File: config.mk
export PLATFORM = sky130hd
export DESIGN_NAME = vend_controller
export DESIGN_NICKNAME = d
export VERILOG_FILES = /design/src/rtl/vend_pkg.sv /design/src/rtl/vend_change_counter.sv /design/src/rtl/vend_controller.sv
export SDC_FILE = /design/constraint.sdc
export NUM_CORES = 1
export LEC_CHECK = 0
export BUFFER_PORTS_ARGS = -buffer_cell sky130_fd_sc_hd__buf_2
export CAP_MARGIN = 20
export CORE_MARGIN = 2
export CORE_UTILIZATION = 40
export DETAILED_ROUTE_END_ITERATION = 7
export GPL_TIMING_DRIVEN = 0
export PLACE_DENSITY_LB_ADDON = 0.12
export SLEW_MARGIN = 20
export SYNTH_ARGS = -nofsm -noshare
export SYNTH_HDL_FRONTEND = slang
export SYNTH_SLANG_ARGS = --single-unit
File: constraint.sdc
create_clock -name clock -period 2.2 [get_ports clock]
set_input_delay 0.33 -clock clock [delete_from_list [all_inputs] [get_ports clock]]
set_output_delay 0.33 -clock clock [all_outputs]
set_load 0.02 [all_outputs]
File: src/rtl/vend_pkg.sv
// Shared types and constants for the vending machine front-end.
package vend_pkg;

  // Sequencer states; REFUND is only reachable when VEND_CANCEL_EN is defined.
  typedef enum logic [2:0] {
    IDLE     = 3'd0,
    COLLECT  = 3'd1,
    DISPENSE = 3'd2,
    CHANGE   = 3'd3,
    REFUND   = 3'd4
  } state_t;

  localparam logic [1:0] ITEM_NONE = 2'd0;
  localparam logic [1:0] ITEM_1    = 2'd1;
  localparam logic [1:0] ITEM_2    = 2'd2;
  localparam logic [1:0] ITEM_3    = 2'd3;

  // Prices in nickels.
  localparam int DEF_PRICE_1  = 3;
  localparam int DEF_PRICE_2  = 4;
  localparam int DEF_PRICE_3  = 5;
  localparam int DEF_CREDIT_W = 3;

endpackage

File: src/rtl/vend_change_counter.sv
// Loadable down-counter that pays out nickels one per cycle while active.
// Used for both overpayment change and cancel refunds.
module vend_change_counter #(
  parameter int W = 3
) (
  input  logic         clock,
  input  logic         reset,
  input  logic         load,
  input  logic [W-1:0] load_value,
  input  logic         active,
  output logic         nickel_out,
  output logic         done,
  output logic         zero
);

  logic [W-1:0] count;

  // Load on entry to a payout, then count down one nickel per active cycle.
  always_ff @(posedge clock) begin
    if (reset) begin
      count <= '0;
    end else if (load) begin
      count <= load_value;
    end else if (active && (count != '0)) begin
      count <= count - W'(1);
    end
  end

  assign nickel_out = active && (count != '0);
  // The last nickel is being paid this cycle.
  assign done       = (count == W'(1));
  assign zero       = (count == '0);

endmodule

File: src/rtl/vend_controller.sv
// Vending machine front-end: item latch, shared coin credit datapath and
// a single Moore sequencer. Optional cancel/refund is built when the macro
// VEND_CANCEL_EN is defined; otherwise cancel is ignored.
//
// state    | meaning
// ---------+-------------------------------------------------------
// IDLE     | waiting for a valid selection; coins are rejected
// COLLECT  | accumulating credit against the latched item's price
// DISPENSE | one-cycle release pulse for the latched item
// CHANGE   | paying back overpayment, one nickel per cycle
// REFUND   | paying back all credit after cancel (VEND_CANCEL_EN)
module vend_controller
  import vend_pkg::*;
#(
  parameter int PRICE_1  = DEF_PRICE_1,
  parameter int PRICE_2  = DEF_PRICE_2,
  parameter int PRICE_3  = DEF_PRICE_3,
  parameter int CREDIT_W = DEF_CREDIT_W
) (
  input  logic       clock,
  input  logic       reset,
  input  logic [1:0] item_sel,
  input  logic       sel_valid,
  input  logic       nickel_in,
  input  logic       dime_in,
  input  logic       cancel,
  output logic       dispense,
  output logic [1:0] item_code,
  output logic       nickel_out,
  output logic       coin_reject,
  output logic       busy
);

  state_t              state, state_next;
  logic [1:0]          item_q;
  logic [CREDIT_W-1:0] price_q, credit_q, credit_next, sel_price, load_value;
  logic [CREDIT_W:0]   credit_sum;
  logic                pay_done, load_change, take_sel;
  logic                change_active, change_done, change_zero;
  logic                coin_reject_q;

`ifndef VEND_CANCEL_EN
  logic unused_cancel;
  assign unused_cancel = cancel;
`endif

  // Extra bit keeps price+2 overpayment from wrapping before the compare.
  assign credit_sum  = {1'b0, credit_q} + (CREDIT_W+1)'(nickel_in)
                     + (CREDIT_W+1)'({dime_in, 1'b0});
  assign credit_next = credit_sum[CREDIT_W-1:0];
  assign pay_done    = (credit_sum >= {1'b0, price_q});
  assign take_sel    = (state == IDLE) && sel_valid && (item_sel != ITEM_NONE);

  // Price lookup for the item being selected.
  always_comb begin
    sel_price = '0;
    case (item_sel)
      ITEM_1:  sel_price = CREDIT_W'(PRICE_1);
      ITEM_2:  sel_price = CREDIT_W'(PRICE_2);
      ITEM_3:  sel_price = CREDIT_W'(PRICE_3);
      default: sel_price = '0;
    endcase
  end

  // Next-state decode and change-counter load control.
  always_comb begin
    state_next  = state;
    load_change = 1'b0;
    load_value  = credit_next - price_q;
    case (state)
      IDLE: begin
        if (take_sel) state_next = COLLECT;
      end
      COLLECT: begin
`ifdef VEND_CANCEL_EN
        if (cancel) begin
          if (credit_sum != '0) begin
            state_next  = REFUND;
            load_change = 1'b1;
            load_value  = credit_next;
          end else begin
            state_next = IDLE;
          end
        end else
`endif
        if (pay_done) begin
          state_next  = DISPENSE;
          load_change = 1'b1;
        end
      end
      DISPENSE: begin
        state_next = change_zero ? IDLE : CHANGE;
      end
      CHANGE: begin
        if (change_done) state_next = IDLE;
      end
`ifdef VEND_CANCEL_EN
      REFUND: begin
        if (change_done) state_next = IDLE;
      end
`endif
      default: state_next = IDLE;
    endcase
  end

  // State, selection latch, credit and coin-reject registers.
  always_ff @(posedge clock) begin
    if (reset) begin
      state         <= IDLE;
      item_q        <= ITEM_NONE;
      price_q       <= '0;
      credit_q      <= '0;
      coin_reject_q <= 1'b0;
    end else begin
      state         <= state_next;
      coin_reject_q <= (nickel_in || dime_in) && (state != COLLECT);
      if (take_sel) begin
        item_q  <= item_sel;
        price_q <= sel_price;
      end
      credit_q <= ((state == COLLECT) && (state_next == COLLECT)) ? credit_next : '0;
    end
  end

`ifdef VEND_CANCEL_EN
  assign change_active = (state == CHANGE) || (state == REFUND);
`else
  assign change_active = (state == CHANGE);
`endif

  vend_change_counter #(.W(CREDIT_W)) u_change (
    .clock      (clock),
    .reset      (reset),
    .load       (load_change),
    .load_value (load_value),
    .active     (change_active),
    .nickel_out (nickel_out),
    .done       (change_done),
    .zero       (change_zero)
  );

  assign dispense    = (state == DISPENSE);
  assign item_code   = dispense ? item_q : ITEM_NONE;
  assign coin_reject = coin_reject_q;
  assign busy        = (state != IDLE);

endmodule

# Word level (Yosys, flattened, before mapping)
# Cells that the tools add are included.
[op_classes]
muxes = 11
n_bitwise = 1
addsub = 4
n_eq_ne = 9
magnitude_cmp = 1
reduce_logical = 13
[op_table]
columns = ["cell", "n"]
rows = [
  ["$mux W3", 5],
  ["$pmux W3 S4", 1],
  ["$eq A3 B1 Y1 const B", 3],
  ["$pmux W3 S3", 1],
  ["$eq A3 B2 Y1 const B", 2],
  ["$logic_not A3 Y1", 2],
  ["$reduce_bool A3 Y1", 2],
  ["$logic_and A1 B1 Y1", 5],
  ["$add A3 B1 Y4", 1],
  ["$add A4 B2 Y4", 1],
  ["$eq A2 B2 Y1 const B", 2],
  ["$ge A4 B3 Y1", 1],
  ["$mux W2", 2],
  ["$reduce_bool A2 Y1", 2],
  ["$ne A3 B1 Y1 const B", 1],
  ["$sub A3 B1 Y3 const B", 1],
  ["$sub A3 B3 Y3", 1],
  ["$eq A2 B1 Y1 const B", 1],
  ["$mux W1", 2],
  ["$reduce_or A2 Y1", 1],
  ["$logic_or A1 B1 Y1", 1],
  ["$not A1 Y1", 1],
]
[word_totals]
inputBits = 8
ff_bits = 15
output_inout_bits = 6

# Depth between registers and ports, before layout
# Gate-level depths: netlist (run 1).
[depth]
word_depth = 9
mapped_depth = 9

# Hierarchy
# From an unflattened synthesis (run 1), not the netlist that was laid out.
[unflattened]
cells_unflattened = 96
area_unflattened_um2 = 907.1
[modules_own_cells]
columns = ["mod", "cells_each", "n_inst", "seq_area_each_um2", "area_per_inst_um2"]
rows = [
  ["vend_controller", 71, 1, 240.2, 670.6],
  ["vend_change_counter", 25, 1, 60.1, 236.5],
]

# Least setup slack after synthesis (run 1)
# OpenSTA, ideal clock, no wires.
[synth_timing]
path_type = "input -> register"
from = "input port nickel_in"
to = "register u_change.count[2]"
slack_ps = -229
arrival_ps = 2296
cell_stages = 7
path_cell_list = "ha_1 > fa_1 > fa_1 > a21o_1 > a221oi_2 > nand2b_1 > a311oi_2"
[synth_via]
elab_chain_len = 6
[synth_rtl]
columns = ["element", "line", "rtl"]
rows = [
  ["from (decl)", "vend_controller.sv:24", "input logic nickel_in,"],
  ["$add A3 B1 Y4 (*)", "vend_controller.sv:48", "assign credit_sum = {1'b0, credit_q} + (CREDIT_W+1)'(nickel_in)"],
  ["$add A4 B2 Y4 (*)", "vend_controller.sv:49", "+ (CREDIT_W+1)'({dime_in, 1'b0});"],
  ["named net credit_sum[1]", "vend_controller.sv:37", "logic [CREDIT_W:0] credit_sum;"],
  ["$ge A4 B3 Y1", "vend_controller.sv:51", "assign pay_done = (credit_sum >= {1'b0, price_q});"],
  ["$mux W1", "vend_controller.sv:86", "if (pay_done) begin"],
  ["$mux W1", "vend_controller.sv:70", "case (state)"],
  ["$mux W3 or $reduce_bool A2 Y1 (tied branches)", "--", ""],
  ["to (signal assigned)", "vend_change_counter.sv:23", "count <= load_value;"],
  ["to (signal assigned)", "vend_change_counter.sv:25", "count <= count - W'(1);"],
  ["to (decl)", "vend_change_counter.sv:16", "logic [W-1:0] count;"],
]
# Mark *: on every way through the listed nets, which the timed path passes. The rest lies on a longest branch.
# A chain may end at the register's enable or synchronous reset.

# Worst setup path after layout (run 1)
[layout_timing]
from = "register credit_q[0]"
to = "register credit_q[0]"
[layout_via]
elab_chain_len = 9
[layout_rtl]
columns = ["element", "line", "rtl"]
rows = [
  ["from (decl)", "vend_controller.sv:36", "logic [CREDIT_W-1:0] price_q, credit_q, credit_next, sel_price, load_value;"],
  ["from (signal assigned)", "vend_controller.sv:121", "credit_q <= ((state == COLLECT) && (state_next == COLLECT)) ? credit_next : '0;"],
  ["$add A3 B1 Y4", "vend_controller.sv:48", ""],
  ["$add A4 B2 Y4", "vend_controller.sv:49", ""],
  ["named net credit_sum[1]", "vend_controller.sv:37", ""],
  ["$ge A4 B3 Y1", "vend_controller.sv:51", ""],
  ["$mux W3", "vend_controller.sv:86", ""],
  ["$pmux W3 S4", "vend_controller.sv:70", ""],
  ["$eq A3 B1 Y1", "vend_controller.sv:121", ""],
  ["$logic_and A1 B1 Y1", "vend_controller.sv:121", ""],
  ["$not A1 Y1 (no line)", "--", ""],
  ["$reduce_or A2 Y1 (no line)", "--", ""],
]
# The timed path passes the listed nets, and every way through them passes these cells.

==> results.md, run 1 <==
- Flops & latches, synth: 15
- Die width: 49.4 um
- Slew Limit Headroom: 63.6%
- Die area: 0.00244 mm2
- Largest net degree at the start of global routing: 11
- Antenna Nets Post-Route: 0
- VDD IR max: 324 uV
- TritonCTS Sinks: 15
- Register area share after synthesis: 36.4%
- CP Data Required Time: 2.43 ns
- Syn Nets: 104
- Post-synth EDFFs: 0
- CTS tree: built
- Row Count: 16
- FFs w/ async S/R, synth: 0%
- Pwr Density: 498 mW/mm2
- Post-synthesis cell type count: 34
- Half-perimeter wire length after placement: 1.19 mm
- Hold WC Path Type: in2reg
- Tmin final: 2.35 ns
- Synthesized netlist cell count: 86
- Htree depth: 1
- Leak: 0.419 nW
- CP cell instances: ha_4 -> fa_2 -> fa_2 -> a21o_1 -> a221oi_4 -> and4_4 -> and2_1
- Final Hold Fails: 0
- Flop-to-flop setup slack: -0.15 ns
- Worst Skew: 0.00417 ns
- I/O Buffers: 12
- Hold_buf cts: 0
- Multi-input logic area: 549 um2
- Placed cell count: 125
- N_diodes: 0
- Slowest stage delay, CP: 0.45 ns
- Clock transition at path regs: 0.09 ns
- Clk Latency, worst-skew pair: 0.28 ns
- Mapped cell area: 826 um2
- Tcrit/Tclk final: 107%
- Routed vias/inst: 4.93
- Minimum hold slack: 0.266 ns
- DRC: 0
- First-pass GRT wire length: 2.42 mm
- CP startpoint: credit_q[0]
- Reg-to-Reg End: credit_q[0]
- Slew @ Worst Pin: 0.543 ns
- Crit path setup slack, layout: -0.148 ns
- Failing checks: setup timing
- Clock Tree Buf Depth: 2
- Setup WS pre-CTS: -0.384 ns
- Unrepaired setup endpoints after global routing: true
- Reg2reg path depth: 7
- Area grow syn2layout: 24.1%
- Outcome: finished with violations
- Critical Path AT: 2.57 ns
- Syn avg cell area: 9.60 um2
- Setup crit end kind: flip-flop
- Tot GR Track Use: 13.0%
- Antenna violations before repair: 0
- First-iteration detailed-routing DRC count: 6
- Peak Freq: 0.426 GHz
- Drt wl/cell: 11.3 um
- Critical path fanouts, max: 6
- Final #Nets: 124
- Synth warn: 0
- Post-Route Utilization: 52.2%
- Layout cell share with drive strength beyond 1: 32.4%
- Vias in the first global route: 581
- Grt total ovfl: 0
- FILL cells: 210
- CTS Buf Count: 3
- Maxcap violations: 0
- Critical Path Slowest Stage Cell: fa_2
- Area occupied by registers: 302 um2
- Final slew viol count: 0
- Final WL: 1.49 mm
- Pre-antenna DRT Iters: 4
- Ys flop type: dfxtp_1
- CP most frequent cell: fa_2
- Pwr Total: 0.510 mW
- Setup violators final: 8
- FF-to-FF Start: credit_q[0]
- DR vias: 651
- Die height: 49.4 um
- Critical path endpoint: credit_q[0]
- Initial Util: 42.1%
- Clock root cell: clkbuf_4
- Core area: 0.00196 mm2
- I/O pin cnt: 14
- Crit Path Class: reg2reg
- CP startpoint kind: flip-flop
- Post-Layout Cell Count: 132
- Final Wtd Congestion: 0.706
-- worst min-delay path by stage --
stage	startpoint	to	slack, ns	cells after the start
after floorplan	item_q[0]	item_q[0]	0.43	2
after global placement	item_q[0]	item_q[0]	0.44	2
after detailed placement	item_q[0]	item_q[0]	0.45	2
after CTS	item_sel[1]	price_q[1]	0.26	2
after global routing	item_sel[1]	price_q[1]	0.27	2
final	item_sel[1]	price_q[1]	0.27	2
-- cell usage in the layout, fill, tap and decap left out, types with 2 or more instances in the layout --
master    instances
ha_1              7
nor3_1            2
nor2_1            3
a21oi_1           4
clkbuf_4          3
buf_4             3
inv_1             6
dfxtp_1          14
or3_1             2
o21ai_1           3
nand2b_1          2
fa_2              2
xor2_1            2
a21o_1            2
nand2_1           9
buf_2            12
and2_1            5
-- synthesized netlist by cell type (all sizes together), types with 2 or more instances --
library cell  count  share of area (%)
a21o              2                1.8
a21oi             4                2.4
a221oi            2                2.9
a311oi            2                2.9
and2              5                3.8
dfxtp            15                 36
fa                2                4.8
ha                8                 12
inv               7                3.2
nand2             9                4.1
nand2b            3                2.3
nor2              3                1.4
nor2b             2                2.4
nor3              2                1.2
o21ai             3                1.8
or3               2                1.5
xor2              2                2.1
-- state kept, by name, summed over array words and instances (netlist names) --
register        flops
credit_q            3
price_q             3
coin_reject         1
item_q              2
state               3
u_change.count      3
-- report_power, final --
| group | leakage (nW) | internal [mW] | switching, mW | total (mW) |
|---|---|---|---|---|
| logic | 0.278 | 0.0317 | 0.0348 | 0.0664 |
| registers | 0.123 | 0.280 | 0.00619 | 0.286 |
| clock network | 0.0177 | 0.0674 | 0.0901 | 0.158 |
-- worst max-delay path: cells and delay by family, from the launching register on --
kind | cells | cell delay, ns
fa+ha+maj | 3 | 0.98
flops | 1 | 0.33
compound gates | 2 | 0.57
simple gates | 2 | 0.40
-- stage by stage --
step	area (um2)	setup TNS, ns
after floorplan	860	-0.442
after global placement	953	-2.67
after detailed placement	953	-2.82
after CTS	1000	-1.22
after global routing	1020	-1.79
final	1020	-1.01
-- cell families after synthesis --
logic type	after synthesis	share of synthesized area, %
AND/OR/NAND/NOR	31	22.4
XOR/XNOR	3	3.18
buffers and inverters	8	3.64
multiplexers	1	1.21
other	1	0.454
flip-flops	15	36.4
adder cells (fa/ha/maj)	10	17.0
AO/OA/AOI/OAI	17	15.8
-- timing repair --
action	4_1_cts	5_1_grt
buffers inserted	1	2
resized for setup	5	1
pin swaps	5	2
endpoints found under the setup margin	8	8
-- cell type report --
| cell class | count | area share, % |
|---|---|---|
| well taps | 27 | 3.30 |
| plain buffers | 1 | 0.366 |
| inverters | 7 | 2.56 |
| repair buffers | 15 | 8.06 |
| flip-flops and latches | 15 | 29.4 |
| multi-input cells | 63 | 53.6 |
| clock buffers | 3 | 2.20 |
| clock inverters | 1 | 0.488 |
-- metal layers --
metal	wire [um]	share of wire (%)	track usage, %	vias up
met5	0	0	0	-
met4	0	0	5.56	0
met3	52	3.5	2.76	0
met2	738	49	21.6	9
met1	702	47	16.3	306
li1	-	-	-	336
No activity file was read; power rests on OpenSTA's default activity.
==> run 2, diff against run 1 <==
CORE_MARGIN = unset   (was 2)
==> run 2 against run 1 <==
Compared with the run above: the flow still finishes with violations (setup timing); cell count is 0.76% lower; via count is 0.46% lower; critical path depth stayed put; clock skew is 0.0024 ns lower; sequential share of layout area is 0.40 points higher; count of clock-buffer cells in the layout stayed put; sequential power hardly changed; utilization is 0.17 points lower; first-iteration DRC count is 33% higher; global-route usage is 4.1 points higher; fmax is 0.30% higher; non-clock buffer count is 1 lower; highest routed layer is now met4.
==> results.md, run 2 (synthesized netlist as in run 1, its figures left out) <==
- Met2 Usage GRT: 28.2% (+6.6 points)
- Unrepaired setup endpoints after global routing: true
- Clock Tree Buf Depth: 2 (unchanged)
- Failing checks: setup timing
- Crit Path Class: reg2reg
- Buffers & Inverters on Critical Path: 0 (unchanged)
- Peak Freq: 0.427 GHz (+0.30%)
- Largest net degree at the start of global routing: 11 (unchanged)
- Most frequent cells in the layout: 14 x dfxtp_1, 12 x buf_2, 9 x nand2_1
- DRC: 0 (unchanged)
- Final WL: 1.59 mm (+6.6%)
- Die height: 47.4 um (-4.0%)
- CP cell instances: ha_4 -> fa_2 -> fa_2 -> a21o_1 -> a221oi_4 -> and4_4 -> and2_1
- Worst Skew: 0.00177 ns (-0.00240 ns)
- Critical Path AT: 2.58 ns (about the same)
- Grt met1 use: 21.4% (+5.0 points)
- Clk Latency, worst-skew pair: 0.29 ns (about the same)
- Pint: 0.377 mW (-0.47%)
- Drt wl/cell: 12.2 um (+7.4%)
- Final slew viol count: 0 (unchanged)
- Routed vias/inst: 4.95 (+0.30%)
- Switching power: 0.132 mW (+1.1%)
- First-iteration detailed-routing DRC count: 8 (+2)
- Gr busiest metal: met2
- Post-Route Utilization: 52.1% (-0.17 points)
- Tot GR Track Use: 17.2% (+4.1 points)
- Clock root cell: clkbuf_4
- Initial Util: 42.5% (+0.43 points)
- Pwr Density: 504 mW/mm2 (+1.3%)
- Area grow syn2layout: 22.4%
- Net Sw Frac: 26.0% (+0.29 points)
- Tmin final: 2.34 ns (-0.00701 ns)
- Reg2reg path depth: 7 (unchanged)
- Half-perimeter wire length after placement: 1.20 mm (+1.3%)
- Critical Path Slowest Stage Cell: fa_2
- CP most frequent cell: fa_2
- Slew Limit Headroom: 64.1% (+0.42 points)
- Antenna violations before repair: 0 (unchanged)
- Clock power share: 31.3% (+0.4 points)
- Die area: 0.00225 mm2 (-7.9%)
- CP Data Required Time: 2.43 ns (about the same)
- Setup crit end kind: flip-flop
- First-pass GRT wire length: 2.57 mm (+6.3%)
- Maxcap violations: 0 (unchanged)
- I/O pin cnt: 14 (unchanged)
- CP startpoint kind: flip-flop
- Layout cell share with drive strength beyond 1: 30.8% (-1.6 points)
- Die width: 47.4 um (-4.0%)
- Commonest non-fill, non-tap cell in the layout: dfxtp_1
- Core area: 0.00194 mm2 (-1.0%)
- Critical path fanouts, max: 6 (unchanged)
- Reg-to-Reg End: credit_q[0]
- Htree depth: 1 (unchanged)
- Outcome: finished with violations
- Leak: 0.415 nW (-0.85%)
- Hold_buf cts: 0 (unchanged)
- CP Depth: 7 (unchanged)
- TritonCTS Sinks: 15 (unchanged)
- Antenna Nets Post-Route: 0 (unchanged)
- N_diodes: 0 (unchanged)
- Row Count: 16 (unchanged)
- GRT met3 Usage: 3.40% (+0.64 points)
- Crit path max-delay family: adder cells
- Crit path setup slack, layout: -0.141 ns (+0.00701 ns)
- DR vias: 648 (-0.46%)
- FF-to-FF Start: credit_q[0]
- Tcrit/Tclk final: 106% (-0.32 points)
- Minimum hold slack: 0.272 ns (+0.00584 ns)
- Slowest stage delay, CP: 0.45 ns (about the same)
- CP startpoint: credit_q[0]
- Vias in the first global route: 611 (+5.2%)
- Hold WC Path Type: in2reg
- Final #Nets: 123 (-0.81%)
- Seq pwr share: 56.2% (about the same)
- Critical path endpoint: credit_q[0]
- Slew @ Worst Pin: 0.537 ns (-0.00626 ns)
- Final Hold Fails: 0 (unchanged)
- CTS Buf Count: 3 (unchanged)
- Clock transition at path regs: 0.09 ns (about the same)
- Grt total ovfl: 0 (unchanged)
- Flop-to-flop setup slack: -0.14 ns (about the same)
- I/O Buffers: 12 (unchanged)
- CTS tree: built
- Pre-antenna DRT Iters: 3 (-1)
- Final Wtd Congestion: 0.703 (-0.38%)
- Setup violators final: 8 (unchanged)
- Comb pwr share: 12.6% (-0.4 points)
- VDD IR max: 243 uV (-25%)
run 2: cell types whose count changed in the layout (fill, tap and decap cells not counted):
cell	delta
a21boi_1	+1
a21boi_2	-1
o21ai_2	+1
o221ai_2	-1
o221ai_1	+1
buf_4	-1
o21ai_1	-1
run 2: how the worst min path moves through the flow:
stage | endpoint | startpoint | cells after the start
floorplan | item_q[0] | item_q[0] | 2
global placement | item_q[0] | item_q[0] | 2
detailed placement | item_q[0] | item_q[0] | 2
CTS | price_q[1] | item_sel[1] | 2
global route | price_q[1] | item_sel[1] | 2
finish | price_q[1] | item_sel[1] | 2
run 2: final cells by class:
class | instances | area (um2)
inverters | 7 | 26.3
clock buffers | 3 | 22.5
well taps | 27 | 33.8
flip-flops and latches | 15 | 302
fillers | 194 | 931
multi-input cells | 63 | 543
repair buffers | 14 | 75.1
plain buffers | 1 | 3.75
clock inverters | 1 | 5.00
run 2: repair_timing:
action / in CTS / in global routing
pin swaps: 4 / 3
setup buffers: 1 / 1
resized for setup: 4 / 1
endpoints found under the setup margin: 8 / 8
endpoints found under the hold margin: 0 / 0
run 2: worst register-to-register path: stages (launching register included):
cell,delay [ns]
dfxtp_2,0.35
ha_4,0.14
fa_2,0.45
fa_2,0.35
a21o_1,0.19
a221oi_4,0.39
and4_4,0.30
and2_1,0.12
run 2: metal layers:
metal / part of all wire, % / vias to the layer above
li1: - / 332
met1: 45 / 301
met2: 49 / 10
met3: 3.1 / 5
met4: 2.3 / 0
met5: 0 / -
run 2: power groups by stage:
stage | clock network (mW) | logic, mW | registers (mW)
finish | 0.159 | 0.0640 | 0.286
CTS | 0.164 | 0.0625 | 0.286
floorplan | 0 | 0.0408 | 0.293
global placement | 0 | 0.0596 | 0.292
detailed placement | 0 | 0.0602 | 0.293
global route | 0.177 | 0.0733 | 0.288
run 2: stage by stage:
stage	setup TNS (ns)	instances	instance area, um2	setup slack [ns]	power (mW)
2_1_floorplan	-0.442	86	860	-0.0675	0.334
3_3_place_gp	-2.43	125	953	-0.351	0.352
3_5_place_dp	-2.59	125	953	-0.372	0.353
4_1_cts	-1.08	130	1000	-0.169	0.512
5_1_grt	-1.67	131	1010	-0.236	0.539
6_report	-0.910	131	1010	-0.141	0.509
==> run 3, diff against run 2 <==
clock period = 2 ns   (was 2.2 ns; I/O delays follow)
==> run 3 against run 2 <==
Compared with the run above: the run still ends with setup timing left; clock power up 14%; register-to-register slack worse by 0.21 ns; fmax down 0.43%; utilization up 0.84 points; critical endpoint is now credit_q[2].
==> results.md, run 3 (synthesized netlist as in run 1, its figures left out) <==
- Hold_buf cts: 0 (unchanged)
- Outcome: finished with violations
- Slowest stage delay, CP: 0.45 ns (about the same)
- CTS Buf Count: 3 (unchanged)
- Critical path fanouts, max: 6 (unchanged)
- CP most frequent cell: fa_2
- FILL cells: 202 (+4.1%)
- Largest net degree at the start of global routing: 11 (unchanged)
- Antenna violations before repair: 0 (unchanged)
- Core area: 0.00194 mm2 (unchanged)
- Placed Area: 953 um2 (unchanged)
- I/O Buffers: 12 (unchanged)
- CP startpoint: credit_q[0]
- Maxcap violations: 0 (unchanged)
- Final slew viol count: 0 (unchanged)
- Clock transition at path regs: 0.09 ns (about the same)
- Final #Nets: 124 (+0.81%)
- First-iteration detailed-routing DRC count: 6 (-2)
- Design area: 0.00103 mm2 (+1.6%)
- Die area: 0.00225 mm2 (unchanged)
- Vias in the first global route: 549 (-10%)
- Clk Latency, worst-skew pair: 0.29 ns (about the same)
- Half-perimeter wire length after placement: 1.18 mm (-1.7%)
- Final Wtd Congestion: 0.719 (+2.2%)
- Post-Layout Cell Count: 132 (+0.76%)
- Area grow syn2layout: 24.4%
- DR vias: 647 (-0.15%)
- Crit path max-delay family: adder cells
- First-pass GRT wire length: 2.30 mm (-11%)
- Unrepaired setup endpoints after global routing: true
- Worst Skew: 0.00194 ns (+0.000164 ns)
- Buffers & Inverters on Critical Path: 0 (unchanged)
- Setup violators final: 8 (unchanged)
- Flop-to-flop setup slack: -0.35 ns (-0.21 ns)
- Setup crit end kind: flip-flop
- Final Hold Fails: 0 (unchanged)
- VDD IR max: 216 uV (-11%)
- Final WL: 1.54 mm (-3.6%)
- TritonCTS Sinks: 15 (unchanged)
- Reg-to-Reg End: credit_q[2]
- Antenna Nets Post-Route: 0 (unchanged)
- Tot GR Track Use: 15.6% (-1.5 points)
- Drt wl/cell: 11.6 um (-4.3%)
- Row Count: 16 (unchanged)
- Htree depth: 1 (unchanged)
- Clock Tree Buf Depth: 2 (unchanged)
- Reg2reg path depth: 7 (unchanged)
- Slew Limit Headroom: 64.4% (+0.35 points)
- N_diodes: 0 (unchanged)
- Layout cell share with drive strength beyond 1: 32.4% (+1.6 points)
- Initial Util: 42.5% (unchanged)
- Crit path setup slack, layout: -0.352 ns (-0.210 ns)
- Peak Freq: 0.425 GHz (-0.43%)
- Clock root cell: clkbuf_4
- Critical Path Slowest Stage Cell: fa_2
- Crit Path Class: reg2reg
- Pre-antenna DRT Iters: 4 (+1)
- I/O pin cnt: 14 (unchanged)
- Most frequent cells in the layout: 14 x dfxtp_1, 12 x buf_2, 9 x nand2_1
- Slew @ Worst Pin: 0.532 ns (-0.00530 ns)
- CTS tree: built
- Leak: 0.419 nW (+0.83%)
- Failing checks: setup timing
- Tcrit/Tclk final: 118% (+11 points)
- DRC: 0 (unchanged)
- Placed cell count: 125 (unchanged)
- Hold WC Path Type: in2reg
- Critical Path AT: 2.59 ns (about the same)
- CP cell instances: ha_4 -> fa_2 -> fa_2 -> a21o_1 -> a221oi_4 -> and4_4 -> and2_1
- Pwr Density: 555 mW/mm2 (+10%)
- Critical path endpoint: credit_q[2]
- Grt total ovfl: 0 (unchanged)
- FF-to-FF Start: credit_q[0]
- Commonest non-fill, non-tap cell in the layout: dfxtp_1
- Minimum hold slack: 0.235 ns (-0.0369 ns)
- Die width: 47.4 um (unchanged)
- CP Data Required Time: 2.24 ns (-0.19 ns)
- CP Depth: 7 (unchanged)
- Tmin final: 2.35 ns (+0.0101 ns)
- CP startpoint kind: flip-flop
- Routed vias/inst: 4.90 (-0.91%)
- Die height: 47.4 um (unchanged)
[run 3: cell count changes in the layout (fill, tap and decap cells not counted), sizes merged]
cell / change
buf: +1
clkinv: -1
clkbuf: +1
[run 3: layout make-up]
| cell class | instances | area (um2) | area share [%] |
|---|---|---|---|
| plain buffers | 1 | 3.75 | 0.365 |
| well taps | 27 | 33.8 | 3.29 |
| inverters | 7 | 26.3 | 2.56 |
| repair buffers | 15 | 82.6 | 8.04 |
| clock buffers | 4 | 26.3 | 2.56 |
| flip-flops and latches | 15 | 302 | 29.4 |
| multi-input cells | 63 | 553 | 53.8 |
[run 3: where the power goes]
group	internal, mW	total [mW]	leakage, nW	switching, mW
registers	0.308	0.314	0.123	0.00676
logic	0.0355	0.0750	0.281	0.0395
clock network	0.0776	0.181	0.0150	0.103
[run 3: timing repair]
item	4_1_cts	5_1_grt
resized for setup	4	3
endpoints found under the setup margin	8	8
buffers inserted	2	1
pin swaps	5	3
[run 3: metal layers]
layer	vias to the layer above	GRT usage [%]	routed length [um]
li1	335	-	-
met1	299	19.6	772
met2	9	24.1	696
met3	4	3.40	41
met4	0	10.3	25
met5	-	0	0
[run 3: worst min-delay path by stage]
stage | cells after the start | start | endpoint
6_report | 2 | item_sel[1] | price_q[1]
5_1_grt | 2 | item_sel[1] | price_q[1]
4_1_cts | 2 | item_sel[1] | price_q[1]
3_5_place_dp | 2 | item_q[0] | item_q[0]
3_3_place_gp | 2 | item_q[1] | item_q[1]
2_1_floorplan | 1 | item_sel[1] | price_q[1]
[run 3: metrics by stage]
step	setup TNS [ns]	util, %	worst slack, ns	power [mW]
after detailed placement	-4.06	49.1	-0.541	0.389
after CTS	-2.64	51.9	-0.373	0.571
after global routing	-3.29	52.9	-0.451	0.591
after floorplan	-1.94	-	-0.254	0.367
after global placement	-3.93	49.1	-0.536	0.387
final	-2.63	52.9	-0.352	0.570
